<file path="src/rtl/fetch_ctrl_pkg.sv">
// Shared types and constants for the instruction fetch controller.
// Included by fetch_ctrl and program_counter via import fetch_pkg::*.
package fetch_pkg;

  typedef enum logic [1:0] {
    BOOT  = 2'd0,
    FETCH = 2'd1,
    FLUSH = 2'd2
  } fetch_state_e;

  localparam int PC_INCR_DEFAULT = 4;

endpackage

</file>
<file path="src/rtl/fetch_ctrl_pc.sv">
// Program counter register for fetch_ctrl; the only way to change pc is a
// one-cycle pc_write pulse carrying pc_next.
module program_counter
  import fetch_pkg::*;
#(
  parameter int XLEN = 32
) (
  input  logic            i_clk,
  input  logic            i_reset_n,
  input  logic            pc_write,
  input  logic [XLEN-1:0] pc_next,
  output logic [XLEN-1:0] o_pc
);

  logic [XLEN-1:0] pc_q;

  always_ff @(posedge i_clk or negedge i_reset_n) begin
    if (!i_reset_n) begin
      pc_q <= '0;
    end else if (pc_write) begin
      pc_q <= pc_next;
    end
  end

  assign o_pc = pc_q;

endmodule

</file>
<file path="src/rtl/fetch_ctrl.sv">
// Instruction fetch controller: BOOT/FETCH/FLUSH sequencing of imem requests.
// Optional trap input path enabled by defining FETCH_TRAP_EN.
module fetch_ctrl
  import fetch_pkg::*;
#(
  parameter int XLEN    = 32,
  parameter int PC_INCR = PC_INCR_DEFAULT
) (
  input  logic            i_clk,
  input  logic            i_reset_n,
  input  logic            i_stall,
  input  logic            i_redirect,
  input  logic [XLEN-1:0] i_redirect_pc,
`ifdef FETCH_TRAP_EN
  input  logic            i_trap,
  input  logic [XLEN-1:0] i_trap_vec,
`endif
  output logic            o_imem_req,
  output logic [XLEN-1:0] o_imem_addr,
  input  logic            i_imem_ack,
  input  logic [31:0]     i_imem_rdata,
  output logic            o_if_valid,
  output logic [XLEN-1:0] o_if_pc,
  output logic [31:0]     o_if_instr
);

  localparam logic [XLEN-1:0] PC_STEP    = XLEN'(PC_INCR);
  localparam logic [XLEN-1:0] ALIGN_MASK = ~XLEN'(3);

  fetch_state_e    state_q;
  logic            req_q;
  logic [XLEN-1:0] target_q;
  logic [XLEN-1:0] pc;
  logic            redir_take;
  logic [XLEN-1:0] raw_target;
  logic [XLEN-1:0] target;
  logic            pc_write;
  logic [XLEN-1:0] pc_next;

`ifdef FETCH_TRAP_EN
  assign redir_take = i_trap | i_redirect;
  assign raw_target = i_trap ? i_trap_vec : i_redirect_pc;
`else
  assign redir_take = i_redirect;
  assign raw_target = i_redirect_pc;
`endif

  assign target = raw_target & ALIGN_MASK;

  always_ff @(posedge i_clk or negedge i_reset_n) begin
    if (!i_reset_n) begin
      state_q  <= BOOT;
      req_q    <= 1'b0;
      target_q <= '0;
    end else begin
      case (state_q)
        BOOT: begin
          state_q <= FETCH;
          req_q   <= 1'b1;
        end
        FETCH: begin
          // A redirect without a response must wait out the in-flight request.
          if (redir_take && !i_imem_ack) begin
            target_q <= target;
            state_q  <= FLUSH;
          end
        end
        FLUSH: begin
          if (i_imem_ack) begin
            state_q <= FETCH;
          end else if (redir_take) begin
            target_q <= target;
          end
        end
        default: begin
          state_q <= BOOT;
          req_q   <= 1'b0;
        end
      endcase
    end
  end

  always_comb begin
    pc_write = 1'b0;
    pc_next  = pc;
    if (i_imem_ack) begin
      if (state_q == FETCH) begin
        if (redir_take) begin
          pc_write = 1'b1;
          pc_next  = target;
        end else if (!i_stall) begin
          pc_write = 1'b1;
          pc_next  = pc + PC_STEP;
        end
      end else if (state_q == FLUSH) begin
        pc_write = 1'b1;
        pc_next  = redir_take ? target : target_q;
      end
    end
  end

  program_counter #(
    .XLEN(XLEN)
  ) u_pc (
    .i_clk     (i_clk),
    .i_reset_n (i_reset_n),
    .pc_write  (pc_write),
    .pc_next   (pc_next),
    .o_pc      (pc)
  );

  assign o_imem_req  = req_q;
  assign o_imem_addr = pc;
  assign o_if_valid  = (state_q == FETCH) && i_imem_ack && !redir_take && !i_stall;
  assign o_if_pc     = pc;
  assign o_if_instr  = i_imem_rdata;

endmodule
</file>
<file path="config.mk">
export PLATFORM = sky130hd
export DESIGN_NAME = fetch_ctrl
export DESIGN_NICKNAME = d
export VERILOG_FILES = /design/src/rtl/fetch_ctrl_pkg.sv /design/src/rtl/fetch_ctrl_pc.sv /design/src/rtl/fetch_ctrl.sv
export SDC_FILE = /design/constraint.sdc
export NUM_CORES = 1
export LEC_CHECK = 0
export BUFFER_PORTS_ARGS = -buffer_cell sky130_fd_sc_hd__buf_2
export CORE_MARGIN = 2
export CORE_UTILIZATION = 49
export CTS_BUF_LIST = sky130_fd_sc_hd__clkbuf_16
export DETAILED_ROUTE_END_ITERATION = 8
export PLACE_DENSITY = 0.81
export SYNTH_ARGS = -nofsm -noshare
export SYNTH_HDL_FRONTEND = slang
export SYNTH_SLANG_ARGS = --single-unit
</file>
<file path="constraint.sdc">
create_clock -name i_clk -period 3.4 [get_ports i_clk]
set_input_delay 0.17 -clock i_clk [delete_from_list [all_inputs] [get_ports i_clk]]
set_output_delay 0.17 -clock i_clk [all_outputs]
set_load 0.005 [all_outputs]
</file>
=== After elaboration in Yosys (flattened, before gate mapping) ===
Cells that the tools add are included.

* Add/sub/neg operators: 1
* Multiply operators: 0
* Shift-type cells: 0
* Eq/ne operators: 6
* Mux-type cells: 17
* Reductions and logical operators: 13
* Div/mod/pow operators: 0
* Bitwise operators: 0
* $lt $le $gt $ge: 0

{| class="wikitable"
|+ Operator list
! cell !! number
|-
| 2-to-1 mux 32 bit || 7
|-
| case mux 32 bit (2 select lines) || 1
|-
| adder 32 x 3 -> 32 bit, second input constant || 1
|-
| != test 2 bit, second input constant || 3
|-
| case mux 2 bit (3 select lines) || 1
|-
| 2-to-1 mux 1 bit || 5
|-
| logical AND 1 bit || 4
|-
| 2-to-1 mux 2 bit || 2
|-
| AND reduction 4 bit || 1
|-
| zero test 1 bit || 3
|-
| != test 3 bit, second input constant || 1
|-
| AND reduction 3 bit || 1
|-
| == test 2 x 1 -> 1 bit, second input constant || 1
|-
| == test 2 bit, second input constant || 1
|-
| zero test 2 bit || 1
|-
| case mux 1 bit (2 select lines) || 1
|-
| AND reduction 2 bit || 1
|-
| nonzero test 2 bit || 1
|-
| OR reduction 2 bit || 1
|}

* Flip-flop bits (word level): 67
* Memories: 0
* Bits in latches: 0
* Bits in writable memories: 0
* Bits in read-only memories: 0

=== Logic depth before layout (Yosys ltp) ===
* Depth after elaboration: 5
* Depth in mapped cells: 10

=== By module ===
From an unflattened synthesis, not the netlist that was laid out.

* Cells, all modules: 607
* Area total of the unflattened synthesis: 5350.1 sq um

{| class="wikitable"
|+ By module, submodules not included
! module !! cells each !! area an instance (sq um) !! instances
|-
| fetch_ctrl || 539 || 4005.1 || 1
|-
| program_counter || 68 || 1345.0 || 1
|}

=== Least setup slack after synthesis ===
OpenSTA, ideal clock, no wires.

* Path kind: register to register
* From: register state_q[0]
* To: register u_pc.pc_q[24] (netlist: u_pc.o_pc[24])
* Setup time: 0.126 ns
* Setup slack: 1.507 ns
* Clock period less this slack: 1.893 ns
* Stages on the path, launching flop included: 8
* Arrival time: 1.767 ns
* Path through: dfrtp_1 -> ha_1 -> buf_2 -> nor2b_1 -> clkbuf_1 -> a21oi_1 -> o21ai_0 -> a221o_1

* Longest elaborated chain between the ends: 5

{| class="wikitable"
|+ RTL lines
! element !! line !! RTL
|-
| start, declared || fetch_ctrl.sv:30 || <nowiki>fetch_state_e state_q;</nowiki>
|-
| start signal, assigned || fetch_ctrl.sv:52 || <nowiki>state_q <= BOOT;</nowiki>
|-
| start signal, assigned || fetch_ctrl.sv:58 || <nowiki>state_q <= FETCH;</nowiki>
|-
| start signal, assigned || fetch_ctrl.sv:65 || <nowiki>state_q <= FLUSH;</nowiki>
|-
| == test 2 bit || fetch_ctrl.sv:95 || <nowiki>end else if (state_q == FLUSH) begin</nowiki>
|-
| 2-to-1 mux 1 bit || fetch_ctrl.sv:95 ||
|-
| 2-to-1 mux 1 bit || fetch_ctrl.sv:87 || <nowiki>if (state_q == FETCH) begin</nowiki>
|-
| 2-to-1 mux 1 bit || fetch_ctrl.sv:86 || <nowiki>if (i_imem_ack) begin</nowiki>
|-
| AND reduction 4 bit (no source line) || -- ||
|-
| end signal, assigned || fetch_ctrl_pc.sv:21 || <nowiki>pc_q <= pc_next;</nowiki>
|-
| end, declared || fetch_ctrl_pc.sv:15 || <nowiki>logic [XLEN-1:0] pc_q;</nowiki>
|}

Several ways; a longest one is shown, not always the timed one.
A chain may end at the register's enable or synchronous reset.

=== Worst setup path in the final report ===
* From: register state_q[1]
* To: output port o_if_valid

* Longest elaborated chain between the ends: 4

{| class="wikitable"
|+ RTL lines
! element !! line !! RTL
|-
| == test 2 x 1 -> 1 bit || fetch_ctrl.sv:114 || <nowiki>assign o_if_valid = (state_q == FETCH) && i_imem_ack && !redir_take && !i_stall;</nowiki>
|-
| logical AND 1 bit (3 in a row) || fetch_ctrl.sv:114 ||
|-
| end, declared || fetch_ctrl.sv:22 || <nowiki>output logic o_if_valid,</nowiki>
|}

Every way passes these cells.

==> implementation parameters <==
Parameter                              Value

Setup path
  Family of cells with the greatest summed delay on the critical path    simple AND/OR/NAND/NOR gates
  Required arrival time at the worst endpoint    3230 ps
  Slowest-stage cell, CP    sky130_fd_sc_hd__nand2b_1
  Endpoint class of the critical path    output port
  Startpoint class of the critical path    flip-flop
  Cell-by-cell listing of the critical path    inv_1 > ha_1 > nand2b_1 > nor2_1 > and2_1 > buf_2
  Highest cell delay on the worst timing path    420 ps
  Critical path start-end classification    flip-flop to output port
  Worst Path Buf+Inv    2
  WP data arrival    2170 ps
  Maximum fanout count along the critical path    15

Pwr
  Peak supply drop    0.0004651 V
  Pwr per Cell Area    870.2 nW/um2
  Static power due to leakage    2.129 nW
  Pwr Total    0.003992 W

Route
  Via count    3,550
  DRC Markers    0
  Number of iterations in the first detailed-routing pass    4
  Detailed Route WL    10.71 mm
  Number of antenna-violating nets in the routed design    0
  First DRT Iteration DRCs    208
  WL/cell    17.94 um
  Post-detailed-route via-to-cell ratio    5.946

Logic synthesis
  FF+latch count, synth    67
  Synth area leaders    sky130_fd_sc_hd__dfrtp_1 40%, sky130_fd_sc_hd__buf_4 12%, sky130_fd_sc_hd__mux2_2 8.3%
  Part of the Yosys area used for sequential elements    39.76%
  Share of the synthesized area in the top cell type    39.76%
  Cell types with the highest counts after synthesis    67 x sky130_fd_sc_hd__dfrtp_1, 66 x sky130_fd_sc_hd__buf_4, 54 x sky130_fd_sc_hd__o21ai_0
  Cells after Synth    458
  Number of synthesized flops with an enable pin    0
  Total of warnings raised by yosys    0
  Cell accounting for the most synthesized area    sky130_fd_sc_hd__dfrtp_1
  Commonest register cell after synthesis    sky130_fd_sc_hd__dfrtp_1
  Synth Net Count    531
  Async SR Flop Fraction    100.0%
  Post-synth design cell area    4217 um2
  Syn_area_per_cell    9.206 um2
  Distinct cell type count of the synthesized netlist    47
  Most frequent cell after synthesis    sky130_fd_sc_hd__dfrtp_1

Global routing
  Via count of the first global-routing pass    3,445
  Total Routing Usage GR    22.85%
  Largest net degree at the start of global routing    44
  Number of antenna violations at the first check in global routing    0
  Remaining global-route overflow    0
  Global-route wire length before repair    17.45 mm

Clocking
  Total clock buffers created by CTS    9
  Clock tree from TritonCTS    done
  Clock-pin slew of the registers on the worst-case setup and hold paths    60 ps
  # H-tree levels    3
  Clk buf depth    2
  Post-cts resize count    0
  Source-to-sink clock delay at the later pin of the worst-skew pair    330 ps
  Buffer type at the clock tree root    sky130_fd_sc_hd__clkbuf_16
  Clock sinks    67

Place
  Placed Area    4330 um2
  Port bufs    100
  Detailed placer's ending HPWL    7.450 mm
  Gpl congestion    0.8313

Timing
  Total Negative Setup Slacks    0 ps
  RSZ-0062 raised after global routing    false
  Number of hold violations in the final report    0
  Worst Hold Slack    85.53 ps
  Final min period    2342 ps
  Least-Margin Pin Slew    756.1 ps
  Count of pins over their slew limit    0
  Worst slew margin relative to its limit    49.21%
  Final setup viols    0
  Final Skew    5.740 ps
  FMAX    427.0 MHz
  Ratio of final minimum period to clock period    68.88%

Hold path
  Min-Delay Path Class    primary input to flip-flop

Run status
  Result of the run    finished, final reports clean

Run
  Number of max-cap violations    0

Die
  Number of I/O pins    167
  Die footprint    9363 um2
  Die extent in y    96.77 um
  Num rows    33
  Placeable Area    8299 um2
  Initial cell density of the core    50.81%
  Floorplan die width    96.77 um

Cells and area
  Finished Cell Area    4587 um2
  Net total in the final layout    563
  Share of layout cells above drive strength 1    33.54%
  Area growth syn-to-layout    8.783%
  Antenna diode count    0
per-stage QoR:
step,instances,setup WS (ps),util [%]
2_1_floorplan,458,1507,-
3_3_place_gp,583,1146,52.18
3_5_place_dp,583,1070,52.18
4_1_cts,597,1053,55.27
5_1_grt,597,818.1,55.27
6_report,597,1058,55.27
power by group:
part,total (W),switching [W],internal [W]
sequential,0.00153,0.000374,0.00116
combinational,0.00165,0.000868,0.000784
clock,0.000804,0.000329,0.000475
sequential cells by signal, indices dropped and copies added (netlist names):
name	count
o_imem_req	1
state_q	2
target_q	32
u_pc.o_pc	32
final timing paths:
path | startpoint | endpoint | slack [ps] | depth (start not counted)
worst max register to register | state_q[1] | target_q[4] | 1070 | 6
worst min-delay path | i_redirect_pc[5] | target_q[5] | 90 | 2
max in group asynchronous | i_reset_n | u_pc.o_pc[29] | 2030 | 3
worst max-delay path | state_q[1] | o_if_valid | 1060 | 6
worst min register to register | target_q[15] | target_q[15] | 500 | 1
min in group asynchronous | i_reset_n | target_q[12] | 380 | 2
logic make-up after synthesis:
group | Yosys count | synth area share (%)
compound gates | 137 | 19.73
fa+ha+maj | 4 | 1.187
buf+inv | 97 | 14.93
flops | 67 | 39.76
mux | 32 | 8.516
simple gates | 121 | 15.88
area by class of cell:
cell class / instances / area [um2]
clock buffer: 9 / 225.2
clock inverter: 4 / 21.27
fill: 769 / 3712
inverter: 5 / 18.77
multi-input combinational: 294 / 1913
sequential: 67 / 1677
tap: 105 / 131.4
timing repair buffer: 113 / 600.6
routing by layer:
layer	track usage (%)	up-vias	share of wire (%)
met1	30.17	1729	43
li1	-	1661	-
met4	7.476	0	1.5
met5	0	-	0
met3	5.347	26	6.6
met2	37.23	134	49
cells in the final DEF, fill, tap and decap left out, drive strengths merged, types with 5 or more instances in the layout:
master,netlist,layout
a21oi,30,30
a22o,6,6
a31oi,12,12
and3,20,20
buf,76,112
clkbuf,16,9
dfrtp,67,67
inv,5,5
mux2,31,31
nand2,32,32
nand3,14,14
nor2,24,24
nor3,8,8
o21ai,58,58
o31a,9,9
what timing repair did:
item	CTS	global route
setup buffers	0	0
hold buffers	1	0
hold endpoints to repair	24	0
Note: power is estimated with default switching activity, not from simulation.
